<file path="src/rtl/piso_pkg.sv">
// Shared types and constants for the parallel-in/serial-out serializer.
package piso_pkg;

    localparam int unsigned PISO_WIDTH_DEF = 8;

    typedef enum logic [1:0] {
        IDLE  = 2'd0,
        SHIFT = 2'd1,
        DONE  = 2'd2
    } piso_state_e;

endpackage

</file>
<file path="src/rtl/piso_cnt.sv">
// Bit counter for the serializer: synchronous clear wins over enable.
module piso_cnt #(
    parameter int unsigned WIDTH = 8
) (
    input  logic                       clk,
    input  logic                       rst_n,
    input  logic                       clr_i,
    input  logic                       en_i,
    output logic [$clog2(WIDTH)-1:0]   cnt_o
);

    localparam int unsigned CW = $clog2(WIDTH);

    logic [CW-1:0] cnt_q;

    // Count register: cleared on word accept, advanced once per shifted bit.
    always_ff @(posedge clk or negedge rst_n) begin
        if (!rst_n) begin
            cnt_q <= '0;
        end else if (clr_i) begin
            cnt_q <= '0;
        end else if (en_i) begin
            cnt_q <= cnt_q + CW'(1);
        end
    end

    assign cnt_o = cnt_q;

endmodule

</file>
<file path="src/rtl/piso_ser.sv">
// Parallel-in/serial-out serializer feeding a downstream 2:1 mux cell.
// ser_s selects the serial bit on D1 only while a word is being shifted.
module piso_ser
    import piso_pkg::*;
#(
    parameter int unsigned WIDTH     = PISO_WIDTH_DEF,
    parameter bit          MSB_FIRST = 1'b1
) (
    input  logic             clk,
    input  logic             rst_n,
    input  logic [WIDTH-1:0] in_data,
    input  logic             in_valid,
    output logic             in_ready,
    output logic             ser_d,
    output logic             ser_s,
    output logic             done
);

    localparam int unsigned   CW      = $clog2(WIDTH);
    localparam logic [CW-1:0] CntLast = CW'(WIDTH - 1);

    piso_state_e      state_q;
    logic [WIDTH-1:0] sreg_q;
    logic             ser_d_q;
    logic             ser_s_q;
    logic             done_q;
    logic [CW-1:0]    cnt;
    logic             accept;
    logic             last_bit;
    logic             cnt_en;

    // Bit that leaves the register first for the configured order.
    function automatic logic lead_bit(input logic [WIDTH-1:0] w);
        return MSB_FIRST ? w[WIDTH-1] : w[0];
    endfunction

    // One zero-filling shift towards the output end of the register.
    function automatic logic [WIDTH-1:0] shift_once(input logic [WIDTH-1:0] w);
        return MSB_FIRST ? {w[WIDTH-2:0], 1'b0} : {1'b0, w[WIDTH-1:1]};
    endfunction

    assign in_ready = (state_q == IDLE);
    assign accept   = in_valid && in_ready;
    assign last_bit = (state_q == SHIFT) && (cnt == CntLast);
    // Hold the counter on the last bit so it never wraps inside a word.
    assign cnt_en   = (state_q == SHIFT) && !last_bit;

    piso_cnt #(
        .WIDTH (WIDTH)
    ) u_cnt (
        .clk   (clk),
        .rst_n (rst_n),
        .clr_i (accept),
        .en_i  (cnt_en),
        .cnt_o (cnt)
    );

    // Control FSM with registered mux outputs; ser_d always mirrors the
    // register's output-end bit while shifting.
    always_ff @(posedge clk or negedge rst_n) begin
        if (!rst_n) begin
            state_q <= IDLE;
            sreg_q  <= '0;
            ser_d_q <= 1'b0;
            ser_s_q <= 1'b0;
            done_q  <= 1'b0;
        end else begin
            done_q <= 1'b0;
            unique case (state_q)
                IDLE: begin
                    if (accept) begin
                        state_q <= SHIFT;
                        sreg_q  <= in_data;
                        ser_s_q <= 1'b1;
                        ser_d_q <= lead_bit(in_data);
                    end
                end
                SHIFT: begin
                    sreg_q <= shift_once(sreg_q);
                    if (last_bit) begin
                        state_q <= DONE;
                        ser_s_q <= 1'b0;
                        ser_d_q <= 1'b0;
                        done_q  <= 1'b1;
                    end else begin
                        ser_d_q <= lead_bit(shift_once(sreg_q));
                    end
                end
                DONE: begin
                    state_q <= IDLE;
                end
                default: begin
                    state_q <= IDLE;
                end
            endcase
        end
    end

    assign ser_d = ser_d_q;
    assign ser_s = ser_s_q;
    assign done  = done_q;

endmodule

</file>
<file path="config.mk">
export PLATFORM = sky130hd
export DESIGN_NAME = piso_ser
export DESIGN_NICKNAME = d
export VERILOG_FILES = /design/src/rtl/piso_pkg.sv /design/src/rtl/piso_cnt.sv /design/src/rtl/piso_ser.sv
export SDC_FILE = /design/constraint.sdc
export NUM_CORES = 1
export LEC_CHECK = 0
export CAP_MARGIN = 20
export CELL_PAD_IN_SITES_DETAIL_PLACEMENT = 1
export CELL_PAD_IN_SITES_GLOBAL_PLACEMENT = 1
export CORE_MARGIN = 2
export CORE_UTILIZATION = 39
export DETAILED_ROUTE_END_ITERATION = 10
export PLACE_DENSITY_LB_ADDON = 0.1
export SLEW_MARGIN = 20
export SYNTH_ARGS = -nofsm -noshare
export SYNTH_HDL_FRONTEND = slang
export SYNTH_SLANG_ARGS = --single-unit
</file>
<file path="constraint.sdc">
create_clock -name clk -period 3.3 [get_ports clk]
set_input_delay 0.66 -clock clk [delete_from_list [all_inputs] [get_ports clk]]
set_output_delay 0.66 -clock clk [all_outputs]
set_load 0.02 [all_outputs]
</file>
==> impl_results.md <==
* Crit path max-delay cell type: clkdlybuf4s50_1
* Num CTS Buffers at 3
* Setup slack, reg-to-reg at 1780 ps
* Sequential Power Share at 0.464
* Worst-path fanout max at 17
* Outcome: completed
* Placer Congestion at 0.714
* Ranking of synthesized cells by area: dfrtp_1 (53%), a32oi_1 (8.7%), a22oi_1 (8.5%), nand2_1 (4.8%), o2bb2ai_1 (3.7%)
* Reg-to-reg critical path endpoint: sreg_q[5]$_DFFE_PN0P_
* Leak at 0.384 nW
* Total GRT Usage at 0.181
* Root buffer cell: clkbuf_4
* Ant. Diodes at 0
* Fin. Hold Viols at 0
* Post-CTS Setup Inserts at 0
* Required time of the critical path at 2640 ps
* Hold Crit Start: sreg_q[0]$_DFFE_PN0P_
* 1st-iter DRT viols at 11
* Commonest cells after routing, fill and taps aside: dfrtp_1 (15), clkdlybuf4s50_1 (14), nand2_1 (9), a22oi_1 (8), a32oi_1 (7)
* First-pass iteration count of the detailed router at 4
* Clock network power share at 0.153
* Seq/Total Area, Yosys at 0.534
* Final Setup Violations at 0
* Num ports at 15
* Logic pwr share at 0.382
* Placement Setup Slack at 1230 ps
* Setup TNS Final at 0 ps
* RSZ-0062 raised after global routing: false
* P&R area growth vs syn at 25.3%
* Clk_skew at 6.39 ps
* CTS Sinks at 15
* Core area at 1710 sq um
* Number of global-route vias before repair at 603
* Dpl cells at 102
* Setup WS post-layout at 996 ps
* Count of unique library cells instantiated by Yosys at 18
* Tightest Pin Transition at 651 ps
* Worst-path clk slew at 90 ps
* Worst skew pair latency at 280 ps
* Post-synth top area cell: dfrtp_1
* Most common cell after layout, fill and taps aside: dfrtp_1
* H-tree Lvls at 1
* WHS Endpoint: sreg_q[1]$_DFFE_PN0P_
* Worst VDD drop at 0.371 mV
* Final WL at 1610 um
* Net Sw Power at 0.000257 W
* Vias post-DR at 580
* Fmax at 0.434 GHz
* Critical path class: reg -> out
* Slew headroom at 0.565
* Crit-path cells: nor2_1 -> clkdlybuf4s50_1
* Antenna-violating nets left at 0
* Critical R2R Launch: state_q[1]$_DFFE_PN0P_
* Sw frac at 0.384
* Final Net Count at 95
* Layout cells sized above 1 at 0.0741
* CP max stage delay at 620 ps
* Power density cells at 762 nW/um^2
* Die ar. at 2160 sq um
* CP Data Arrival Time at 1640 ps
* First-pass GRT wire length at 2680 um
* Hold-fix buffers at CTS at 0
* Drt wl/cell at 15.2 um
* HPWL Detailed at 1140 um
* Resized cells post-CTS at 0
* Tmin final at 2300 ps
* P_int at 0.000413 W
* GRT overflow at 0
* DRC at 0
* Area share of the largest cell type after synthesis at 0.534
* Crit start category: flop
* Cells on worst reg2reg path at 3
* Synthesized net count at 80
* Syn avg cell area at 10.5 sq um
* Fill cells at 198
* Post-Synthesis Cell Area at 703 sq um
* Fin. max-slew vios at 0
* Pin count of the biggest net entering global routing at 18
* Final clock period utilization by the worst path at 0.698
* Cells after synthesis at 67
* Die width at 46.5 um
* Initial core utilization at 0.412
* PortBufs at 14
* Hold Path Depth at 2
* CTS max path bufs at 2
* Vias per cell at 5.47
* FP Rows at 15
* #FFs+latches synth at 15
* Final std cells w/o fill at 106
* Synth warnings at 0
* CP endpoint kind: output pin
* CTS tree: done
* Initial antenna violation count at 0
* Min-Delay Path Class: reg -> reg
* Die H at 46.5 um
* Maxcap violations at 0
power by group through the flow:
stage / Clock [W] / Combinational (W) / Sequential [W]
2_1_floorplan: 0 / 0.000177 / 0.000307
3_3_place_gp: 0 / 0.000253 / 0.000314
3_5_place_dp: 0 / 0.000263 / 0.000314
4_1_cts: 0.000106 / 0.000262 / 0.000312
5_1_grt: 0.000116 / 0.000295 / 0.000323
6_report: 0.000103 / 0.000256 / 0.000311
layer usage:
metal  routed length [um]  global-route usage
met5                    0                   0
met4                   12              0.0686
met3                   69              0.0471
met2                  719               0.267
met1                  808               0.252
logic make-up (layout without fill, tap and decap cells):
logic type / Yosys count / in the layout / synth area share
AOI/OAI and AO/OA: 25 / 25 / 0.262
adders and majority gates: 2 / 2 / 0.0356
DFF: 15 / 15 / 0.534
buffers and inverters: 6 / 20 / 0.0391
and+or+nand+nor: 19 / 19 / 0.130
Yosys cell counts (all sizes together):
cell      n
nand2     9
a22oi     8
dfrtp    15
ha        2
nor2b     2
nor2      3
nor3      3
buf       4
o21ai     4
a32oi     7
a21oi     2
or2       1
o2bb2ai   3
nor3b     1
inv       2
a31oi     1
per-stage QoR:
stage	hold WS, ps	power [W]	utilization	instance area [sq um]
CTS	530	0.000680	0.516	881
floorplan	364	0.000484	-	703
global placement	483	0.000566	0.500	855
finish	517	0.000671	0.516	881
global route	551	0.000734	0.516	881
detailed placement	509	0.000577	0.500	855
layout make-up:
class                      instances  area, sq um  area share
sequential                        15          375       0.426
multi-input combinational         46          300       0.341
timing repair buffer              14          140       0.159
tap                               25         31.3      0.0355
clock buffer                       4         26.3      0.0298
inverter                           2         7.51     0.00852
worst max-delay path, delay by kind of cell, from the launching register on:
kind / cells / cell delay [ps]
buffers and inverters: 1 / 620
AND/OR/NAND/NOR: 1 / 170
flip-flops: 1 / 580
worst max path at each step:
stage | start | end | slack (ps) | cells past startpoint
CTS | state_q[1]$_DFFE_PN0P_ | in_ready | 970 | 2
global route | state_q[1]$_DFFE_PN0P_ | in_ready | 890 | 2
floorplan | state_q[1]$_DFFE_PN0P_ | in_ready | 1750 | 2
global placement | in_valid | ser_d$_DFFE_PN0P_ | 1280 | 4
detailed placement | in_valid | sreg_q[5]$_DFFE_PN0P_ | 1230 | 4
finish | state_q[1]$_DFFE_PN0P_ | in_ready | 1000 | 2
registers in the layout (all words and copies together) (netlist names):
signal and count:
done 1, ser_d 1, ser_s 1, sreg_q 7, state_q 2, u_cnt.cnt_o 3
Power figures use the tool's default switching activity.
